[src/rtl/vga_pkg.sv]
// +------------------------------------------------------------------+
// | vga_pkg : coordinate width, glyph cell geometry, row placement   |
// | Revision: 1.0                                                    |
// +------------------------------------------------------------------+
`default_nettype none

package vga_pkg;

    localparam int COORD_W = 11;
    localparam int CELL_W  = 8;   // power of two; last column is the inter-cell gap
    localparam int CELL_H  = 16;

    // Vertical offset of row i's centre from the stack centre, wrapped to COORD_W bits.
    function automatic logic signed [COORD_W-1:0] row_offset(input int i, input int count,
                                                            input int pitch);
        int off;
        off = (2 * i + 1 - count) * (pitch / 2);
        return COORD_W'(off);
    endfunction

endpackage

`default_nettype wire

[src/rtl/register_row_renderer.sv]
// +------------------------------------------------------------------+
// | register_row_renderer : one row glyph {index, gap, value} bits   |
// | Revision: 1.0                                                    |
// +------------------------------------------------------------------+
`default_nettype none

module register_row_renderer
    import vga_pkg::*;
#(
    parameter int REG_WIDTH = 16,
    parameter int IDX_W     = 3
) (
    input  logic [COORD_W-1:0]   x,
    input  logic [COORD_W-1:0]   y,
    input  logic [COORD_W-1:0]   cx,
    input  logic [COORD_W-1:0]   cy,
    input  logic [IDX_W-1:0]     index,
    input  logic [REG_WIDTH-1:0] value,
    output logic                 hit
);

    localparam int N_CELLS = IDX_W + 1 + REG_WIDTH;
    localparam int TOTAL_W = N_CELLS * CELL_W;
    localparam int CELL_SH = $clog2(CELL_W);
    localparam logic [COORD_W-1:0] HALF_W = COORD_W'(TOTAL_W / 2);
    localparam logic [COORD_W-1:0] HALF_H = COORD_W'(CELL_H / 2);

    logic [N_CELLS-1:0] w_glyph;
    logic [COORD_W-1:0] w_dx;
    logic [COORD_W-1:0] w_dy;
    logic [COORD_W-1:0] w_cell;
    logic [CELL_SH-1:0] w_col;
    logic               w_in_box;
    logic               w_bit;

    // Modular offsets from the top-left corner: wrapped rows still render.
    always_comb begin
        w_glyph  = {index, 1'b0, value};
        w_dx     = x - (cx - HALF_W);
        w_dy     = y - (cy - HALF_H);
        w_in_box = (w_dx < COORD_W'(TOTAL_W)) && (w_dy < COORD_W'(CELL_H));
        w_cell   = w_dx >> CELL_SH;
        w_col    = w_dx[CELL_SH-1:0];
        w_bit    = 1'b0;
        for (int k = 0; k < N_CELLS; k++) begin
            if (w_cell == COORD_W'(k)) begin
                w_bit = w_glyph[N_CELLS-1-k];
            end
        end
        hit = w_in_box && (w_col != '1) && w_bit;
    end

endmodule

`default_nettype wire

[src/rtl/reg_heap_view.sv]
// +------------------------------------------------------------------+
// | reg_heap_view : per-frame register snapshot overlay, 2-stage     |
// | Revision: 1.0                                                    |
// +------------------------------------------------------------------+
`default_nettype none

module reg_heap_view
    import vga_pkg::*;
#(
    parameter int REG_COUNT        = 8,
    parameter int REG_WIDTH        = 16,
    parameter int ROW_PITCH        = 60,
    parameter int HIGHLIGHT_FRAMES = 30
) (
    input  logic                           clk,
    input  logic                           rst,
    input  logic                           frame_start,
    input  logic [COORD_W-1:0]             x,
    input  logic [COORD_W-1:0]             y,
    input  logic [COORD_W-1:0]             cx,
    input  logic [COORD_W-1:0]             cy,
    input  logic [REG_COUNT*REG_WIDTH-1:0] registers,
    output logic                           hit,
    output logic                           highlight
);

    localparam int IDX_W = (REG_COUNT > 1) ? $clog2(REG_COUNT) : 1;
    localparam int CNT_W = (HIGHLIGHT_FRAMES > 0) ? $clog2(HIGHLIGHT_FRAMES + 1) : 1;
    localparam logic [CNT_W-1:0] HF_VAL = CNT_W'(HIGHLIGHT_FRAMES);

    logic [REG_COUNT*REG_WIDTH-1:0] r_snap;
    logic                           r_snap_valid;
    logic [CNT_W-1:0]               r_cnt [REG_COUNT];
    logic [REG_COUNT-1:0]           w_row_hit;
    logic [REG_COUNT-1:0]           w_cnt_nz;
    logic [REG_COUNT-1:0]           r_row_hit;
    logic [REG_COUNT-1:0]           r_cnt_nz;

    // Snapshot and highlight counters advance together once per frame pulse.
    always_ff @(posedge clk) begin
        if (rst) begin
            r_snap       <= '0;
            r_snap_valid <= 1'b0;
            for (int i = 0; i < REG_COUNT; i++) begin
                r_cnt[i] <= '0;
            end
        end else if (frame_start) begin
            r_snap       <= registers;
            r_snap_valid <= 1'b1;
            if (r_snap_valid) begin
                for (int i = 0; i < REG_COUNT; i++) begin
                    if (registers[(REG_COUNT-i)*REG_WIDTH-1 -: REG_WIDTH] !=
                        r_snap[(REG_COUNT-i)*REG_WIDTH-1 -: REG_WIDTH]) begin
                        r_cnt[i] <= HF_VAL;
                    end else if (r_cnt[i] != '0) begin
                        r_cnt[i] <= r_cnt[i] - CNT_W'(1);
                    end
                end
            end
        end
    end

    for (genvar g = 0; g < REG_COUNT; g++) begin : g_rows
        localparam logic [COORD_W-1:0] OFF = row_offset(g, REG_COUNT, ROW_PITCH);
        logic [COORD_W-1:0] w_row_cy;

        assign w_row_cy    = cy + OFF;
        assign w_cnt_nz[g] = (r_cnt[g] != '0);

        register_row_renderer #(
            .REG_WIDTH (REG_WIDTH),
            .IDX_W     (IDX_W)
        ) u_row (
            .x     (x),
            .y     (y),
            .cx    (cx),
            .cy    (w_row_cy),
            .index (IDX_W'(g)),
            .value (r_snap[(REG_COUNT-g)*REG_WIDTH-1 -: REG_WIDTH]),
            .hit   (w_row_hit[g])
        );
    end

    always_ff @(posedge clk) begin
        if (rst) begin
            r_row_hit <= '0;
            r_cnt_nz  <= '0;
            hit       <= 1'b0;
            highlight <= 1'b0;
        end else begin
            r_row_hit <= w_row_hit;
            r_cnt_nz  <= w_cnt_nz;
            hit       <= |r_row_hit;
            highlight <= |(r_row_hit & r_cnt_nz);
        end
    end

endmodule

`default_nettype wire

[config.mk]
export PLATFORM = sky130hd
export DESIGN_NAME = reg_heap_view
export DESIGN_NICKNAME = d
export VERILOG_FILES = /design/src/rtl/vga_pkg.sv /design/src/rtl/register_row_renderer.sv /design/src/rtl/reg_heap_view.sv
export SDC_FILE = /design/constraint.sdc
export NUM_CORES = 1
export LEC_CHECK = 0
export CAP_MARGIN = 20
export CORE_ASPECT_RATIO = 0.75
export CORE_MARGIN = 2
export CORE_UTILIZATION = 45
export DETAILED_ROUTE_END_ITERATION = 16
export HOLD_SLACK_MARGIN = 0.05
export PLACE_DENSITY = 0.73
export SLEW_MARGIN = 20
export SYNTH_ARGS = -nofsm -noshare
export SYNTH_HDL_FRONTEND = slang
export SYNTH_HIERARCHICAL = 1
export SYNTH_SLANG_ARGS = --single-unit
export TNS_END_PERCENT = 30
[constraint.sdc]
create_clock -name clk -period 7.1 [get_ports clk]
set_input_delay 1.42 -clock clk [delete_from_list [all_inputs] [get_ports clk]]
set_output_delay 1.42 -clock clk [all_outputs]
set_load 0.02 [all_outputs]
# [After elaboration in Yosys (flattened, before gate mapping)]
# Memory sizes are Yosys's and may differ from the RTL's.
# Index checks and enable logic that the tools add are counted.
[totals] wordCells=382 in_bits=175 register_bits=147 out_inout_bits=2 ramBits=40 romBits=0 latchBits=0 n_memories=1
[op_classes] n_bitwise=17 div=0 shifts=0 n_addsub=34 n_mux=252 multipliers=0 n_eq_ne=28 n_lt_le_gt_ge=9 reduce_logical=35
[memory_table] name="r_cnt" words=8 width=5 read_ports=8 rd_ports_with_merged_regs=0 write_ports=8 line_no="reg_heap_view.sv:33" text="logic [CNT_W-1:0] r_cnt [REG_COUNT];"
[ops] operator="1-bit 2-to-1 mux" count=236
[ops] operator="16-bit inequality test" count=8
[ops] operator="11-bit subtractor" count=9
[ops] operator="11-bit by 5-bit less-than comparator with 1-bit output, second input constant" count=8
[ops] operator="11-bit by 4-bit subtractor with 11-bit output, second input constant" count=8
[ops] operator="5-bit 2-to-1 mux" count=16
[ops] operator="8-bit by 4-bit equality test with 1-bit output, second input constant" count=8
[ops] operator="11-bit adder, second input constant" count=4
[ops] operator="5-bit nonzero test" count=8
[ops] operator="5-bit by 1-bit subtractor with 5-bit output, second input constant" count=8
[ops] operator="8-bit by 3-bit equality test with 1-bit output, second input constant" count=4
[ops] operator="8-bit by 5-bit equality test with 1-bit output, second input constant" count=4
[ops] operator="1-bit logical AND" count=24
[ops] operator="11-bit by 8-bit adder with 11-bit output, second input constant" count=2
[ops] operator="8-bit by 2-bit equality test with 1-bit output, second input constant" count=2
[ops] operator="1-bit bitwise OR" count=16
[ops] operator="8-bit OR reduction" count=2
[ops] operator="11-bit by 5-bit adder with 11-bit output, second input constant" count=1
[ops] operator="11-bit by 7-bit adder with 11-bit output, second input constant" count=1
[ops] operator="11-bit zero test" count=1
[ops] operator="11-bit by 8-bit less-than comparator with 1-bit output, second input constant" count=1
[ops] operator="11-bit by 7-bit subtractor with 11-bit output, second input constant" count=1
[ops] operator="8-bit bitwise AND" count=1
[ops] operator="8-bit by 1-bit equality test with 1-bit output, second input constant" count=1
[ops] operator="3-bit inequality test, second input constant" count=1

# [Depth between registers and ports, before layout]
[depth] depth_word=24 mapped_depth=17 depth_no_buf=16

# [Modules after synthesis]
# Netlist, hierarchy kept.
[by_module_without_submodules] module="reg_heap_view" instances=1 seq_area_each_um2=4144.0 cells_each=1017 area_each_um2=9910.8
[by_module_without_submodules] module="register_row_renderer (g_rows[0].u_row ...)" instances=5 seq_area_each_um2=0.0 cells_each=188 area_each_um2=1405.1
[by_module_without_submodules] module="register_row_renderer (g_rows[5].u_row ...)" instances=3 seq_area_each_um2=0.0 cells_each=176 area_each_um2=1402.6

# [Worst setup path after synthesis]
# OpenSTA, ideal clock, no wires.
[synth_timing] path_kind="input-to-reg" from="input cy[1]" to="register r_row_hit[2]" path_stages=17 path_slack_ns=2.671 setup_time_ns=0.066 path_buffers=1 required_ns=7.034 arrival_ns=4.363 cell_sequence="buf_4 -> inv_1 -> ha_1 -> nand2b_1 -> nand2_1 -> inv_1 -> ha_1 -> inv_1 -> ha_1 -> a311oi_1 -> nor2_1 -> or3_1 -> a21oi_1 -> nand3_1 -> a211o_2 -> nor4b_4 -> nor2b_1"
[synth_between] elab_chain_len=7
[synth_lines] element="from (decl)" line_no="reg_heap_view.sv:21" text="input logic [COORD_W-1:0] cy,"
[synth_lines] element="11-bit adder" line_no="reg_heap_view.sv:67" text="assign w_row_cy = cy + OFF;"
[synth_lines] element="named net g_rows[2].w_row_cy[3]" line_no="reg_heap_view.sv:65" text="logic [COORD_W-1:0] w_row_cy;"
[synth_lines] element="11-bit by 4-bit subtractor with 11-bit output" line_no="register_row_renderer.sv:40" text="w_dy = y - (cy - HALF_H);"
[synth_lines] element="11-bit subtractor" line_no="register_row_renderer.sv:40"
[synth_lines] element="11-bit by 5-bit less-than comparator with 1-bit output" line_no="register_row_renderer.sv:41" text="w_in_box = (w_dx < COORD_W'(TOTAL_W)) && (w_dy < COORD_W'(CELL_H));"
[synth_lines] element="1-bit logical AND" line_no="register_row_renderer.sv:41"
[synth_lines] element="1-bit logical AND (2 in series)" line_no="register_row_renderer.sv:50" text="hit = w_in_box && (w_col != '1) && w_bit;"
[synth_lines] element="named net w_row_hit[2]" line_no="reg_heap_view.sv:34" text="logic [REG_COUNT-1:0] w_row_hit;"
[synth_lines] element="to (signal assigned)" line_no="reg_heap_view.sv:91" text="r_row_hit <= w_row_hit;"
[synth_lines] element="to (decl)" line_no="reg_heap_view.sv:36" text="logic [REG_COUNT-1:0] r_row_hit;"
# The timed path passes the listed nets, and every way through them passes these cells.
# A chain may end at the register's enable or synchronous reset.

# [Worst setup path in the final report]
[layout_timing] from="input cy[1]" to="register r_row_hit[6]"
[layout_between] elab_chain_len=7
[layout_lines] element="11-bit by 8-bit adder with 11-bit output" line_no="reg_heap_view.sv:67"
[layout_lines] element="named net g_rows[6].w_row_cy[5]" line_no="reg_heap_view.sv:65"
[layout_lines] element="11-bit by 4-bit subtractor with 11-bit output" line_no="register_row_renderer.sv:40"
[layout_lines] element="11-bit subtractor" line_no="register_row_renderer.sv:40"
[layout_lines] element="11-bit by 5-bit less-than comparator with 1-bit output" line_no="register_row_renderer.sv:41"
[layout_lines] element="1-bit logical AND" line_no="register_row_renderer.sv:41"
[layout_lines] element="1-bit logical AND (2 in series)" line_no="register_row_renderer.sv:50"
[layout_lines] element="named net w_row_hit[6]" line_no="reg_heap_view.sv:34"
# The timed path passes the listed nets, and every way through them passes these cells.

==> run summary <==
For the pin with the worst max-slew slack, the measured transition is 928 ps. The run gives 46200 um2 as the core outline area. The per-instance average area after synthesis was 8.51 um2; the number of placed I/O pins was 177. In this run the tightest slew margin relative to its limit is 38.0%. The critical path is of the input port to flip-flop type. The synthesized design contains 187 register bits.

The cell area that synthesis handed to floorplanning was 21100 um2. The placed instances occupy a cell area of 23500 um2. The number of hold violations in the final report is 0.

The most common cell after layout, fill and taps aside was inv_1. Summing internal, switching and leakage power gives 0.00417 W. The number of synthesized flops with an enable pin was 40. The via count of the first global-routing pass came out at 18300.

In the layout the commonest cells are inv_1, ha_1, nor2_1. The run gives 19.6% as the register area share after synthesis. For this configuration, the core starts out at a cell density of 45.8%.

For this run, the leading register cell type out of synthesis is dfxtp_1. The minimum clock period after layout came out at 5410 ps. Detailed placement ended at an HPWL of 44700 um. After synthesis, the largest family of logic cells by area is adder cells. At the later pin of the worst-skew pair, clock insertion delay measures 460 ps.

For this block, the initial DRC count from the detailed router was 1081. Before CTS, the worst setup slack after placement is 1260 ps. Setup repair after global routing left no endpoint under its margin. Once detail routing completed, the nets flagged for antenna violations numbered 0.

Worst clock skew on the final layout: 15.0 ps. The largest single stage delay on the critical path is 750 ps. The share of cell area taken by muxes after synthesis is 9.03%.

For this design the static power due to leakage is 10.9 nW. The H-tree generated during clock tree synthesis spans 4 levels. The synthesized netlist devotes 18.9% of its cell area to adder and majority cells. The upper clock frequency limit was 0.185 GHz; the required arrival time at the worst endpoint was 7430 ps. For the total area of multi-input combinational cells, the log shows 15600 um2.

The synthesized netlist devotes 13.1% of its cell area to XOR and XNOR gates. The routed length per instance is 17.5 um. The run gives 0 as the sum of overflow across all layers after global routing.

For the number of maximum-capacitance constraint violations, the log shows 0. In the routed layout, each cell is associated on average with a via count of 5.52. The die is 192 um tall. The number of different library cells used by synthesis comes to 91. At the worst endpoint, the arrival time is 5740 ps. Setup violations remaining at the end of the flow were counted as 0. Walking the worst path, the cells encountered are clkdlybuf4s50_1 > inv_1 > ha_1 > nand2b_1 > nand2_1 > xnor2_1 > inv_1 > ha_1 > ha_1 > and2_1 > a22o_1 > a311oi_1 > o21ai_0 > a311oi_1 > a211oi_2 > nor2b_1. After Yosys synthesis, and, or, nand and nor cells account for 16.0% of the synthesized area.

Counting cells, the worst reg-to-reg path comes to 5. Of the available clock period, the critical path in the final layout requires 76.2%. The floorplan has 68 rows.

0 antenna diodes ended up in the layout. The startpoint type of the worst setup path is an input port. For the number of antenna violations at the first check in global routing, the log shows 0. Cells with a size suffix above 1 make up 6.63% of the layout. The overall global routing resource usage was 23.9%; the number of standard cells after synthesis was 2485.

Dividing total power by cell area gives a power density of 173 nW/um2. At the end of routability-driven placement, the weighted congestion stood at 0.934. TritonCTS created 17 clock buffers. The tools report the root buffer cell as clkbuf_16.

Entering global routing, the biggest net connects 67 pins. Summing all flip-flop and latch instances after layout gives 4140 um2. For this run, the post-layout net count is 3145.

The clock edge transition at the registers on the reported setup and hold paths is 80 ps. After layout, the worst setup slack is 1690 ps. The slowest stage of the critical path is the clkdlybuf4s50_1 cell.

The final routed wirelength across all metal layers was 57700 um. Post-route cell area: 24000 um2. The number of warnings printed during yosys synthesis came out at 6.

The chip width was 254 um. Post-synthesis to final-layout area growth: 13.7%. The clock sink total was 187.

The sum of negative setup slack is 0 ps. The maximum fanout along the worst path is 12, and the count of fill cells added during filler insertion is 4261. After clock tree synthesis, the flow added hold-fix buffers numbering 0.

The detailed-router iteration count before antenna repair came out at 6. Most repeated library cell on the critical path: ha_1. The die covers 48800 um2.

The run finished with clean final reports. The number of max-slew violations in the final report is 0. For this run, asynchronously set or reset flops after synthesis account for 0%.

The first global-routing pass estimated 93300 um of wire. The clock passes through at most 2 buffers. Count of buffers from port buffering: 176.

The logs give 0.172 mV for the worst voltage drop across the vdd grid and 0 for the post-CTS resize count. The logs give 18200 for the via count and 0 for the DRC violations left. Path class of the lowest-slack min-delay path: flip-flop to flip-flop. The worst setup path is captured at a flip-flop. Once the clock tree was built, the setup fixing pass inserted 0 buffers. TritonCTS built the clock tree.

The synthesized netlist devotes 15.8% of its cell area to compound gates. The cell depth of the worst hold path is 2.
-- logic make-up (layout without fill, tap and decap cells) --
logic type | after synthesis | count (layout)
AND/OR/NAND/NOR | 645 | 645
adder cells (fa/ha/maj) | 314 | 314
XOR/XNOR | 292 | 292
AO/OA/AOI/OAI | 472 | 472
flip-flops | 187 | 187
multiplexers | 183 | 183
buffers and inverters | 390 | 534
other | 2 | 42
-- metal layers --
| metal | vias to the layer above | routed length, um | GRT usage (%) |
|---|---|---|---|
| met2 | 467 | 27000 | 40.9 |
| li1 | 8991 | - | - |
| met5 | - | 0 | 0 |
| met4 | 0 | 1680 | 8.64 |
| met3 | 108 | 2830 | 2.91 |
| met1 | 8635 | 26200 | 30.9 |
-- path summary, 6_finish.rpt --
kind | slack (ps) | endpoint | from
min reg2reg | 500 | r_snap_valid | r_snap_valid
min | 500 | r_snap_valid | r_snap_valid
max reg2reg | 5050 | r_cnt[0][6] | r_cnt[0][5]
max | 1690 | r_row_hit[6] | cy[1]
-- critical path, delay by kind of cell --
kind            cells  cell delay, ps
xor+xnor            1             150
buf+inv             3            1140
compound gates      5            1430
simple gates        4             660
fa+ha+maj           3             930
-- power breakdown --
group | internal (W) | total, W | switching, W | leakage (nW)
clock | 0.000460 | 0.000935 | 0.000475 | 0.270
combinational | 0.000898 | 0.00202 | 0.00113 | 9.01
sequential | 0.00115 | 0.00121 | 0.0000617 | 1.63
total | 0.00251 | 0.00417 | 0.00166 | 10.9
-- Yosys cell counts (19+ instances only) --
master	instances	area, um2
a31oi_1	20	125
o22ai_1	20	125
buf_2	33	165
o21bai_1	21	158
nand4_1	44	275
a21oi_1	142	711
and2_1	19	119
ha_1	306	3830
xnor2_1	218	1910
inv_1	316	1190
nor3_1	27	135
mux2i_1	166	1660
edfxtp_1	40	1200
dfxtp_1	147	2940
nand2_1	98	368
xor2_1	52	455
nand3_1	28	140
o21ai_0	52	260
nor2_1	291	1090
-- area by class of cell --
type	count	share of cell area (%)
sequential	187	17.2
clock inverter	13	0.442
clock buffer	19	1.80
multi-input combinational	1948	64.7
tap	630	3.28
inverter	318	4.97
timing repair buffer	184	7.57
-- sequential cells by signal, indices dropped and copies added (netlist names) --
| name | count |
|---|---|
| highlight | 1 |
| hit | 1 |
| r_cnt | 40 |
| r_cnt_nz | 8 |
| r_row_hit | 8 |
| r_snap | 128 |
| r_snap_valid | 1 |
-- metrics by stage --
step / util (%) / hold slack, ps / std cells
after floorplan: - / 456 / 2525
after global placement: 50.9 / 470 / 3267
after detailed placement: 50.9 / 489 / 3267
after CTS: 52.0 / 502 / 3299
after global routing: 52.0 / 514 / 3299
final: 52.0 / 505 / 3299
Note: power is estimated with default switching activity, not from simulation.
==> edit 1 (same flow settings) <==
`REG_COUNT`: 8 -> 4.
--- a/src/rtl/reg_heap_view.sv
+++ b/src/rtl/reg_heap_view.sv
@@ -7,7 +7,7 @@
 module reg_heap_view
     import vga_pkg::*;
 #(
-    parameter int REG_COUNT        = 8,
+    parameter int REG_COUNT        = 4,
     parameter int REG_WIDTH        = 16,
     parameter int ROW_PITCH        = 60,
     parameter int HIGHLIGHT_FRAMES = 30
Ports: changed (resized registers); port bits go from 177 to 113. No check against the original RTL was run, so the function may have changed too.
==> edit 1 against the original RTL <==
Clock skew down 0.0036 ns. Final area down 49%. First-iteration DRC count is 43% lower. Worst setup slack better by 0.29 ns. Area after synthesis decreased by 50%. Sequential share of layout area decreased by 0.13 points. Core utilization increased by 1.1 points. Sequential cell count fell by 92. Maximum frequency rose by 5.7%. Total power decreased by 48%. Final cell count shrank 50%. Wire length fell by 55%. Synthesized cell count decreased by 50%.
==> edit 1: results (changes against the original RTL) <==
| Metric | Value |
|---|---|
| Status | `finished, final reports clean (unchanged)` |
| Crit Path Max Fanout | `9 (was 12)` |
| EDFF count, synth | `20 (was 40)` |
| Cell variety after synth | `80 (was 91)` |
| Met2 GRT Util | `0.346 (was 0.409)` |
| Number of port buffers | `112 (was 176)` |
| Synth top area cells | `ha_1 (18%), dfxtp_1 (14%), mux2i_1 (9.8%), xnor2_1 (8.1%), edfxtp_1 (5.7%) (was ha_1 (18%), dfxtp_1 (14%), xnor2_1 (9.0%), mux2i_1 (7.9%), edfxtp_1 (5.7%))` |
| Wire per inst | `15.7 microns (was 17.5 microns)` |
| Placed Area | `0.0120 sq mm (was 0.0235 sq mm)` |
| Post-synth top cells | `ha_1 (154), nor2_1 (150), inv_1 (141), mux2i_1 (104), xnor2_1 (98) (was inv_1 (316), ha_1 (306), nor2_1 (291), xnor2_1 (218), mux2i_1 (166))` |
| Leak pwr | `5.57 nW (was 10.9 nW)` |
| Post-synth ARST share | `0 (unchanged)` |
| Layout Skew | `0.0114 ns (was 0.0150 ns)` |
| Dominant register cell in the synthesized netlist | `dfxtp_1 (unchanged)` |
| Post-cts sizing count | `0 (unchanged)` |
| Top delay family on crit path | `compound AO/OA/AOI/OAI gates (unchanged)` |
| Vias | `9,017 (was 18,200)` |
| Slew headroom | `0.387 (was 0.380)` |
| Met1 usage in global routing | `0.293 (was 0.309)` |
| Final nets | `1,615 (was 3,145)` |
| First-pass DRT Iterations | `5 (was 6)` |
| H-tree depth | `3 (was 4)` |
| Skew-Pair Late Insertion Delay | `0.36 ns (was 0.46 ns)` |
| Vias in the first global route | `8,819 (was 18,300)` |
| Pin count of the biggest net entering global routing | `43 (was 67)` |
| Detailed Route Iter0 Violations | `618 (was 1,081)` |
| Post-DP HPWL | `21,000 microns (was 44,700 microns)` |
| Hold Path Class | `flip-flop to flip-flop (unchanged)` |
| Sw Pwr | `0.000840 W (was 0.00166 W)` |
| VDD IR max | `136 uV (was 172 uV)` |
| Crit path DAT | `5.42 ns (was 5.74 ns)` |
| Hold Buf Count CTS | `0 (unchanged)` |
| Clock tree buffer depth | `2 (unchanged)` |
| Largest regs | `r_snap (64), r_cnt (20) (was r_snap (128), r_cnt (40))` |
| # fillers | `2,118 (was 4,261)` |
| CTS Buf Count | `9 (was 17)` |
| Worst-path clk slew | `0.08 ns (about the same)` |
| CP max stage delay | `0.65 ns (was 0.75 ns)` |
| Max Cap Viol | `0 (unchanged)` |
| RePlAce Congestion | `0.881 (was 0.934)` |
| Fraction of layout cells with a size suffix above 1 | `0.0444 (was 0.0663)` |
| First-pass GRT wire length | `42,900 microns (was 93,300 microns)` |
| Met3 Resource Use GR | `0.0402 (was 0.0291)` |
| Register area share after synthesis | `0.198 (was 0.196)` |
| Gr usage total | `0.213 (was 0.239)` |
| Initial antenna violation count | `1 (was 0)` |
## edit 1: cell types whose count changed after synthesis, moves of 19 or more
| cell | before | now |
|---|---|---|
| dfxtp_1 | 147 | 75 |
| nor2_1 | 291 | 150 |
| o22ai_1 | 20 | 0 |
| xnor2_1 | 218 | 98 |
| edfxtp_1 | 40 | 20 |
| mux2i_1 | 166 | 104 |
| nand2_1 | 98 | 50 |
| inv_1 | 316 | 141 |
| ha_1 | 306 | 154 |
| a21oi_1 | 142 | 46 |
| nand4_1 | 44 | 25 |
| o21ai_0 | 52 | 29 |
## edit 1: area by class of cell
type | instances | share of cell area
diodes | 1 | 0.000204
clock buffers | 10 | 0.0186
clock inverters | 6 | 0.00550
inverters | 141 | 0.0431
multi-input cells | 985 | 0.639
flip-flops and latches | 95 | 0.171
well taps | 300 | 0.0306
repair buffers | 114 | 0.0919
## edit 1: path summary, 6_finish.rpt
kind,slack [ns],start,depth (start not counted),endpoint
worst max-delay path,1.98,cy[1],16,r_row_hit[0]
worst min-delay path,0.50,r_snap_valid,2,r_snap_valid
worst max register to register,5.12,r_snap[8],8,r_row_hit[3]
worst min register to register,0.50,r_snap_valid,2,r_snap_valid
## edit 1: cell families (layout without fill, tap and decap cells)
group,count (synthesis),after routing,synth area share
muxes,107,107,0.101
other,2,12,0.000707
adders and majority gates,158,158,0.189
xor gates and xnor gates,151,151,0.133
AOI/OAI and AO/OA,201,201,0.138
buffers and inverters,175,271,0.0662
and+or+nand+nor,357,357,0.175
DFF,95,95,0.198
## edit 1: per-layer routing
layer | routed length, microns | up-vias
met3 | 1330 | 38
met5 | 0 | -
met1 | 12800 | 4201
met4 | 405 | 0
met2 | 11300 | 214
li1 | - | 4564
## edit 1: worst register-to-register path: cells and delay by family, from the launching register on
family | cells | cell delay (ns)
flops | 1 | 0.41
simple gates | 3 | 0.27
compound gates | 5 | 1.23
## edit 1: power groups by stage
stage               clock network (W)  logic [W]  registers, W
detailed placement                  0    0.00103      0.000625
CTS                          0.000516    0.00104      0.000613
global placement                    0    0.00101      0.000624
finish                       0.000506    0.00105      0.000613
floorplan                           0   0.000778      0.000617
global route                 0.000534    0.00117      0.000618
## edit 1: through the flow
step / cells / setup slack [ns] / utilization
2_1_floorplan: 1255 / 2.79 / -
6_report: 1652 / 1.98 / 0.531
3_3_place_gp: 1635 / 1.87 / 0.518
4_1_cts: 1651 / 2.05 / 0.531
5_1_grt: 1651 / 1.71 / 0.531
3_5_place_dp: 1635 / 1.71 / 0.518
==> edit 2 (same settings) <==
Made on the original files. Register the inputs `frame_start`, `x`, `y`, `cx`, `cy` and `registers` before use, with the module's reset. The logic sees them one clock later.
--- a/src/rtl/reg_heap_view.sv
+++ b/src/rtl/reg_heap_view.sv
@@ -28,6 +28,31 @@
     localparam int CNT_W = (HIGHLIGHT_FRAMES > 0) ? $clog2(HIGHLIGHT_FRAMES + 1) : 1;
     localparam logic [CNT_W-1:0] HF_VAL = CNT_W'(HIGHLIGHT_FRAMES);
 
+    logic frame_start_q;
+    logic [COORD_W-1:0] x_q;
+    logic [COORD_W-1:0] y_q;
+    logic [COORD_W-1:0] cx_q;
+    logic [COORD_W-1:0] cy_q;
+    logic [REG_COUNT*REG_WIDTH-1:0] registers_q;
+
+    always_ff @(posedge clk) begin
+        if (rst) begin
+            frame_start_q <= '0;
+            x_q           <= '0;
+            y_q           <= '0;
+            cx_q          <= '0;
+            cy_q          <= '0;
+            registers_q   <= '0;
+        end else begin
+            frame_start_q <= frame_start;
+            x_q           <= x;
+            y_q           <= y;
+            cx_q          <= cx;
+            cy_q          <= cy;
+            registers_q   <= registers;
+        end
+    end
+
     logic [REG_COUNT*REG_WIDTH-1:0] r_snap;
     logic                           r_snap_valid;
     logic [CNT_W-1:0]               r_cnt [REG_COUNT];
@@ -44,12 +69,12 @@
             for (int i = 0; i < REG_COUNT; i++) begin
                 r_cnt[i] <= '0;
             end
-        end else if (frame_start) begin
-            r_snap       <= registers;
+        end else if (frame_start_q) begin
+            r_snap       <= registers_q;
             r_snap_valid <= 1'b1;
             if (r_snap_valid) begin
                 for (int i = 0; i < REG_COUNT; i++) begin
-                    if (registers[(REG_COUNT-i)*REG_WIDTH-1 -: REG_WIDTH] !=
+                    if (registers_q[(REG_COUNT-i)*REG_WIDTH-1 -: REG_WIDTH] !=
                         r_snap[(REG_COUNT-i)*REG_WIDTH-1 -: REG_WIDTH]) begin
                         r_cnt[i] <= HF_VAL;
                     end else if (r_cnt[i] != '0) begin
@@ -64,16 +89,16 @@
         localparam logic [COORD_W-1:0] OFF = row_offset(g, REG_COUNT, ROW_PITCH);
         logic [COORD_W-1:0] w_row_cy;
 
-        assign w_row_cy    = cy + OFF;
+        assign w_row_cy    = cy_q + OFF;
         assign w_cnt_nz[g] = (r_cnt[g] != '0);
 
         register_row_renderer #(
             .REG_WIDTH (REG_WIDTH),
             .IDX_W     (IDX_W)
         ) u_row (
-            .x     (x),
-            .y     (y),
-            .cx    (cx),
+            .x     (x_q),
+            .y     (y_q),
+            .cx    (cx_q),
             .cy    (w_row_cy),
             .index (IDX_W'(g)),
             .value (r_snap[(REG_COUNT-g)*REG_WIDTH-1 -: REG_WIDTH]),
Check against the original RTL: not equivalent (Yosys sat finds a counterexample within 4 cycles, from zero or initial values and one cycle with rst high).
==> edit 2 against the original RTL <==
Clock power rose by 130%. Worst setup slack improved by 1.4 ns. Final area rose by 23%. Die area rose by 22%. Wire length rose by 7.0%. Sequential power rose by 88%. Total power rose by 50%. Sequential cell count rose by 173. Clock skew rose by 0.016 ns. Worst hold slack got worse by 0.012 ns. Area after synthesis rose by 22%.
==> edit 2: results (changes against the original RTL) <==
| Metric | Value |
|---|---|
| Status | `finished, final reports clean (unchanged)` |
| Met3 wire length | `3430 microns (was 2830 microns)` |
| Placed Cells | `3,726 (was 3,267)` |
| Post-synth top cells | `dfxtp_1 (320), inv_1 (308), ha_1 (306), nor2_1 (292), xnor2_1 (207) (was inv_1 (316), ha_1 (306), nor2_1 (291), xnor2_1 (218), mux2i_1 (166))` |
| Final WL | `61,700 microns (was 57,700 microns)` |
| First-pass GRT wire length | `99,600 microns (was 93,300 microns)` |
| Placed Area | `0.0283 sq mm (was 0.0235 sq mm)` |
| Initial antenna violation count | `1 (was 0)` |
| Met1 usage in global routing | `0.288 (was 0.309)` |
| H-tree depth | `2 (was 4)` |
| Largest regs | `r_snap (128), registers_q (128), r_cnt (40) (was r_snap (128), r_cnt (40))` |
| Pre-CTS WS | `3.17 ns (was 1.26 ns)` |
| Slew headroom | `0.391 (was 0.380)` |
| Vias in the first global route | `19,200 (was 18,300)` |
| Vias | `19,900 (was 18,200)` |
| Fraction of layout cells with a size suffix above 1 | `0.0698 (was 0.0663)` |
| Clock tree buffer depth | `3 (was 2)` |
| Met2 GRT Util | `0.334 (was 0.409)` |
| Metal2 WL | `27,000 microns (about the same)` |
| Met1 Wirelength | `29,600 microns (was 26,200 microns)` |
| Crit path DAT | `4.49 ns (was 5.74 ns)` |
| Highest routed layer | `met5 (was met4)` |
| Pint | `0.00425 W (was 0.00251 W)` |
| Post-DP HPWL | `45,600 microns (was 44,700 microns)` |
| # fillers | `5,201 (was 4,261)` |
| Met3 Resource Use GR | `0.0365 (was 0.0291)` |
| CTS Buf Count | `39 (was 17)` |
| Final std cells w/o fill | `3,795 (was 3,299)` |
| Pin count of the biggest net entering global routing | `152 (was 67)` |
| Crit Path Max Fanout | `10 (was 12)` |
| Cell variety after synth | `96 (was 91)` |
| Detailed Route Iter0 Violations | `1,273 (was 1,081)` |
-- edit 2: changes by cell type after synthesis, moves of 11 or more --
| cell | delta |
|---|---|
| xnor2_1 | -11 |
| dfxtp_1 | +173 |
| clkbuf_1 | +21 |
| nand2_1 | +11 |
| nor2b_1 | +174 |
| xor2_1 | +11 |
-- edit 2: cell type report --
| cell class | count | area, sq um | share of cell area |
|---|---|---|---|
| clock buffers | 53 | 1130 | 0.0383 |
| clock inverters | 16 | 184 | 0.00622 |
| inverters | 310 | 1160 | 0.0394 |
| multi-input cells | 2139 | 16700 | 0.565 |
| flip-flops and latches | 360 | 7610 | 0.257 |
| well taps | 731 | 915 | 0.0309 |
| repair buffers | 186 | 1850 | 0.0627 |
-- edit 2: final timing paths --
kind | from | endpoint | slack, ns | cells past startpoint
setup / recovery | cy_q[1] | r_row_hit[0] | 3.11 | 16
hold / removal | r_snap_valid | r_snap_valid | 0.49 | 2
setup reg to reg | cy_q[1] | r_row_hit[0] | 3.11 | 16
hold reg to reg | r_snap_valid | r_snap_valid | 0.49 | 2
-- edit 2: power by group through the flow --
stage	clock, W	sequential, W	combinational (W)
3_5_place_dp	0	0.00232	0.00186
5_1_grt	0.00224	0.00229	0.00211
4_1_cts	0.00216	0.00228	0.00188
3_3_place_gp	0	0.00232	0.00184
2_1_floorplan	0	0.00226	0.00148
6_report	0.00211	0.00228	0.00188
-- edit 2: kinds of logic (layout without fill, tap and decap cells) --
kind of cell | count (synthesis) | in the layout | share of synthesized area
adders and majority gates | 314 | 314 | 0.155
and+or+nand+nor | 836 | 836 | 0.176
other | 2 | 41 | 0.000291
muxes | 184 | 184 | 0.0744
DFF | 360 | 360 | 0.295
xor gates and xnor gates | 292 | 292 | 0.108
buffers and inverters | 401 | 565 | 0.0632
AOI/OAI and AO/OA | 472 | 472 | 0.129
